### src/rtl/counter_pkg.sv
// Shared types and helpers for the modulo up/down counter.
package counter_pkg;

   typedef enum logic {ST_RUN, ST_HALT} udc_state_t;

   function automatic int unsigned udc_terminal(input logic up,
                                                input int unsigned modulus);
      return up ? modulus - 1 : 0;
   endfunction

endpackage

### src/rtl/updown_mod_counter_prescaler.sv
// udc_prescaler: divides enabled cycles down to one tick per PRESCALE.
// Instantiated by updown_mod_counter only when UDC_PRESCALE_EN is defined.
module udc_prescaler #(
   parameter int PRESCALE = 4
) (
   input  logic clk,
   input  logic reset_n,
   input  logic run,
   input  logic zero,
   output logic tick
);

   localparam int W = (PRESCALE > 1) ? $clog2(PRESCALE) : 1;
   localparam logic [W-1:0] LAST = W'(PRESCALE - 1);

   logic [W-1:0] cnt;

   assign tick = (cnt == LAST);

   always_ff @(posedge clk or negedge reset_n) begin
      if (!reset_n) begin
         cnt <= '0;
      end else if (zero) begin
         cnt <= '0;
      end else if (run) begin
         cnt <= tick ? '0 : cnt + W'(1);
      end
   end

endmodule

### src/rtl/updown_mod_counter.sv
// Modulo-MOD up/down counter with load, clear, wrap pulse and one-shot halt.
// Define UDC_PRESCALE_EN to step only once every PRESCALE enabled cycles.
module updown_mod_counter
   import counter_pkg::*;
#(
   parameter int N        = 4,
   parameter int MOD      = 16,
   parameter int PRESCALE = 4
) (
   input  logic         clk,
   input  logic         reset_n,
   input  logic         enable,
   input  logic         up_down,
   input  logic         one_shot,
   input  logic         clear,
   input  logic         load,
   input  logic [N-1:0] load_val,
   output logic [N-1:0] Q,
   output logic         tc,
   output logic         wrap,
   output logic         done
);

   localparam logic [N-1:0] MAXV = N'(MOD - 1);
   localparam logic [N:0]   MODW = (N + 1)'(MOD);

   if (MOD < 2 || MOD > 2 ** N) begin : g_bad_mod
      $error("MOD must be within 2..2**N");
   end
   if (PRESCALE < 1) begin : g_bad_pre
      $error("PRESCALE must be >= 1");
   end

   udc_state_t   state;
   logic [N-1:0] term;
   logic [N-1:0] load_clamp;
   logic         run;
   logic         tick;
   logic         at_term;
   logic         step;

   assign run = enable & (state == ST_RUN);

`ifdef UDC_PRESCALE_EN
   udc_prescaler #(
      .PRESCALE(PRESCALE)
   ) u_prescaler (
      .clk    (clk),
      .reset_n(reset_n),
      .run    (run),
      .zero   (clear | load),
      .tick   (tick)
   );
`else
   assign tick = 1'b1;
`endif

   assign term       = N'(udc_terminal(up_down, MOD));
   assign at_term    = (Q == term);
   assign tc         = run & tick & at_term;
   assign step       = run & tick & ~clear & ~load;
   assign load_clamp = ({1'b0, load_val} >= MODW) ? MAXV : load_val;
   assign done       = (state == ST_HALT);

   always_ff @(posedge clk or negedge reset_n) begin
      if (!reset_n) begin
         Q     <= '0;
         wrap  <= 1'b0;
         state <= ST_RUN;
      end else if (clear) begin
         Q     <= '0;
         wrap  <= 1'b0;
         state <= ST_RUN;
      end else if (load) begin
         Q     <= load_clamp;
         wrap  <= 1'b0;
         state <= ST_RUN;
      end else begin
         wrap <= 1'b0;
         if (step) begin
            if (at_term) begin
               // one-shot freezes on the terminal value instead of wrapping
               if (one_shot) begin
                  state <= ST_HALT;
               end else begin
                  Q    <= up_down ? '0 : MAXV;
                  wrap <= 1'b1;
               end
            end else begin
               Q <= up_down ? Q + N'(1) : Q - N'(1);
            end
         end
      end
   end

endmodule
### config.mk
export PLATFORM = sky130hd
export DESIGN_NAME = updown_mod_counter
export DESIGN_NICKNAME = d
export VERILOG_FILES = /design/src/rtl/counter_pkg.sv /design/src/rtl/updown_mod_counter_prescaler.sv /design/src/rtl/updown_mod_counter.sv
export SDC_FILE = /design/constraint.sdc
export NUM_CORES = 1
export LEC_CHECK = 0
export CORE_AREA = 5 5 42 44
export CTS_CLUSTER_SIZE = 8
export DETAILED_ROUTE_END_ITERATION = 6
export DIE_AREA = 0 0 47 49
export GPL_ROUTABILITY_DRIVEN = 0
export PLACE_DENSITY = 0.67
export SLEW_MARGIN = 20
export SYNTH_ARGS = -nofsm -noshare
export SYNTH_HDL_FRONTEND = slang
export SYNTH_SLANG_ARGS = --single-unit
### constraint.sdc
create_clock -name clk -period 2.7 [get_ports clk]
set_input_delay 0.27 -clock clk [delete_from_list [all_inputs] [get_ports clk]]
set_output_delay 0.27 -clock clk [all_outputs]
set_load 0.03 [all_outputs]
; After elaboration in Yosys (flattened, before gate mapping)
; Index checks and enable logic that the tools add are counted.
[classes]
shifts = 0
mux = 18
n_bitwise = 7
addsub = 2
magnitude_cmp = 0
n_mul = 0
n_eq_ne = 2
n_div = 0
n_reduce_logical = 5
[ops]
columns = op, n
row1 = 4-bit 2-to-1 mux, 8
row2 = 1-bit 2-to-1 mux, 10
row3 = 3-bit nonzero test, 3
row4 = 4-bit by 1-bit adder with 4-bit output (second input constant), 1
row5 = 1-bit AND, 4
row6 = 4-bit equality test, 1
row7 = 4-bit inequality test (second input constant), 1
row8 = 4-bit by 1-bit subtractor with 4-bit output (second input constant), 1
row9 = 1-bit inverter, 3
row10 = 3-bit AND reduction, 1
row11 = 2-bit AND reduction, 1
[totals]
output_inout_bits = 7
n_memories = 0
reg_bits = 6
latchBits = 0
romBits = 0
wordCells = 37
input_bits = 11
mem_bits_rw = 0

; Longest topological paths before layout
[depth]
word_depth = 7
depth_mapped = 7
ltp_nobuf = 6

; Worst setup path before layout
; OpenSTA, ideal clock, no wires.
[synth_timing]
kind = reg-to-reg
start = register Q[2]
end = register wrap
setup_ns = 0.068
path_stages_with_launch = 7
synth_period_minus_slack_ns = 1.978
n_path_buf = 1
arrival_ns = 1.910
path_slack_ns = 0.722
path_cell_list = dfrtp_1 > ha_1 > and2_1 > buf_2 > o21ai_0 > nor2_1 > and3_1
[synth_between]
elab_chain_len = 5
[synth_lines]
columns = item, line
row1 = from (decl), updown_mod_counter.sv:18  ; output logic [N-1:0] Q,
row2 = from (signal assigned), updown_mod_counter.sv:75  ; Q <= load_clamp;
row3 = from (signal assigned), updown_mod_counter.sv:86  ; Q <= up_down ? '0 : MAXV;
row4 = from (signal assigned), updown_mod_counter.sv:90  ; Q <= up_down ? Q + N'(1) : Q - N'(1);
row5 = 4-bit equality test, updown_mod_counter.sv:59  ; assign at_term = (Q == term);
row6 = 1-bit 2-to-1 mux, updown_mod_counter.sv:81  ; if (at_term) begin
row7 = 1-bit 2-to-1 mux, updown_mod_counter.sv:80  ; if (step) begin
row8 = 1-bit 2-to-1 mux, updown_mod_counter.sv:74  ; end else if (load) begin
row9 = 1-bit 2-to-1 mux, updown_mod_counter.sv:70  ; end else if (clear) begin
row10 = to (signal assigned), updown_mod_counter.sv:72  ; wrap <= 1'b0;
row11 = to (signal assigned), updown_mod_counter.sv:76  ; wrap <= 1'b0;
row12 = to (signal assigned), updown_mod_counter.sv:79  ; wrap <= 1'b0;
row13 = to (decl), updown_mod_counter.sv:20  ; output logic wrap,
; No other way between the ends.
; A chain may end at the register's enable or synchronous reset.

; Worst setup path after layout
[layout_timing]
start = input up_down
end = output tc
[layout_between]
elab_chain_len = 3
[layout_lines]
columns = item, line
row1 = from (decl), updown_mod_counter.sv:13  ; input logic up_down,
row2 = 4-bit 2-to-1 mux, counter_pkg.sv:8  ; return up ? modulus - 1 : 0;
row3 = 4-bit equality test, updown_mod_counter.sv:59
row4 = 1-bit AND, updown_mod_counter.sv:60  ; assign tc = run & tick & at_term;
row5 = to (decl), updown_mod_counter.sv:19  ; output logic tc,
; No other way between the ends.

==> impl_metrics.ini <==
[timing]
setup_tns_ns = 0
worst_pin_slew_ns = 0.354
rsz0062_at_grt = no
finalHoldViolCount = 0
finalMaxSlewViolations = 0
clock.fmax_ghz = 0.425
finClkSkew_ns = 0.00381
slew_headroom_pct = 76.0
setup_viol = 0
fin_crit_sh_pct = 87.2
min_period_ns = 2.36

[detailed_routing]
final_antenna_net_count = 0
wirelength_mm = 1.13
drtIter0Drc = 15
wl_per_cell_microns = 12.8
dr.pass1.iters = 4
drc = 0
routed-via-count = 487
drt-vias-per-instance = 5.53

[clocking]
clk_pin_slew_ns = 0.05
clkLatencyLatePin_ns = 0.25
cts_hold_buf = 0
cts_resized = 0
clk_path_buf_depth = 2
cts_sinks = 6
cts_tree = built
cts_buffers = 3
htreeDepth = 1
cts_root_buf = clkbuf_4
post_cts_buffers = 0

[critical_path]
cp_top_family = buffers and inverters
cp.required_ns = 2.43
critPathBufInv = 3
path_class = primary input to primary output
critPathMaxStageDelay_ns = 0.55
cp_slowest_cell = clkdlybuf4s50_1
start_kind = primary input
endpoint_kind = primary output
crit_chain = clkdlybuf4s50_1, inv_1, ha_1, and2_1, o21ai_0, nor2_1, buf_4
worst-path-max-fanout = 7
worstPathArrival_ns = 2.09

[synth]
postSynth.asyncResetShare_pct = 100
synthDominantCellAreaShare_pct = 31.5
ys_warn_count = 0
ys_ff_latch = 6
synthFlopType = dfrtp_1
synth_edf_count = 0
yosys-top-cells-area = dfrtp_1 (31%), ha_1 (5.2%), o21ai_0 (5.2%)
synthDistinctLibCells = 28
yosysTopAreaCell = dfrtp_1
syn_nets = 68
synth_seq_area_share_pct = 31.5
syn-instance-count = 54
avgSynthCellArea_sq_um = 8.83
synth_area_sq_um = 477

[floorplan]
ios = 18
dieWidth_microns = 47
fp-row-count = 14
chipHeight_microns = 49
initial_core_util_pct = 34.0
coreArea_sq_um = 1400
die_area_sq_um = 2300

[cells_and_area]
nNetsFinal = 88
layout_commonest_cell = clkdlybuf4s50_1
drive_gt1_share_pct = 11.1
fin_area_sq_um = 678
fillCellCount = 142
final_cell_mix = clkdlybuf4s50_1 (16), dfrtp_1 (6), o21ai_0 (5)
diodes = 0
fin_util_pct = 48.4
area_growth_pct = 42.3

[placed_design]
io_buffers = 17
placed_cell_area_sq_um = 656
dpl.hpwl_microns = 918

[hold_path]
hold_class = primary input to async pin

[job]
max_cap_viol_count = 0

[global_routing]
grt_pass1_vias = 437
antenna_found_initial = 0
grt_pass1_wl_mm = 1.86
grt_max_degree = 10
grt_usage_pct = 11.1
grt-ovfl-total = 0

[power_and_ir_drop]
p_per_area_nw_per_um2 = 448
leakagePower_nw = 0.293
peakVddDrop_v = 0.000308

[outcome]
run_status = finished clean
registers in the layout (all words and copies together) (netlist names):
signal / count
Q: 4
done: 1
wrap: 1
synthesized netlist by cell type (all sizes together), types with 2 or more instances:
| cell type | n |
|---|---|
| nand2 | 3 |
| nor3 | 2 |
| and3 | 2 |
| nor2 | 3 |
| xor2 | 2 |
| o21ai | 5 |
| o211ai | 3 |
| o31a | 2 |
| a21oi | 4 |
| inv | 4 |
| and2 | 2 |
| ha | 2 |
| dfrtp | 6 |
| nand3 | 3 |
cell families (layout without fill, tap and decap cells):
kind of cell               count (synthesis)  in the layout  synth area share (%)
AOI/OAI and AO/OA                         20             20                  30.2
xor gates and xnor gates                   2              2                  3.68
adders and majority gates                  3              3                  9.45
buffers and inverters                      6             24                  4.98
DFF                                        6              6                  31.5
and+or+nand+nor                           17             17                  20.2
layout make-up:
| type | instances | area (sq um) | area share [%] |
|---|---|---|---|
| flip-flops and latches | 6 | 150 | 22.1 |
| repair buffers | 17 | 168 | 24.7 |
| multi-input cells | 42 | 303 | 44.6 |
| inverters | 4 | 15.0 | 2.21 |
| clock buffers | 3 | 22.5 | 3.32 |
| well taps | 16 | 20.0 | 2.95 |
routing by layer:
layer / up-vias / part of all wire, % / track usage [%]
met5: - / 0 / 0
met4: 0 / 0 / 2.76
met3: 0 / 6.8 / 6.27
li1: 238 / - / -
met1: 236 / 41 / 12.6
met2: 13 / 52 / 17.6
stage by stage:
step / power [W] / hold WS, ns / instances / worst slack, ns
global route: 0.000326 / 0.277 / 88 / 0.189
finish: 0.000304 / 0.257 / 88 / 0.345
global placement: 0.000224 / 0.522 / 85 / 0.333
floorplan: 0.000179 / -0.0256 / 54 / 0.722
CTS: 0.000310 / 0.258 / 88 / 0.339
detailed placement: 0.000224 / 0.526 / 85 / 0.314
final timing paths:
| kind | slack, ns | endpoint | startpoint | cells past startpoint |
|---|---|---|---|---|
| max | 0.34 | tc | up_down | 7 |
| min | 0.26 | Q[0] | reset_n | 1 |
| max reg2reg | 0.86 | Q[0] | Q[1] | 5 |
| min reg2reg | 0.57 | Q[2] | Q[2] | 2 |
| max in group asynchronous | 2.23 | Q[3] | reset_n | 1 |
| min in group clk | 0.57 | Q[2] | Q[2] | 2 |
power breakdown:
part	switching, W	internal (W)	total (W)
sequential	0.0000105	0.0000973	0.000108
combinational	0.0000605	0.0000533	0.000114
clock	0.0000322	0.0000503	0.0000825
No activity file was read; power rests on OpenSTA's default activity.
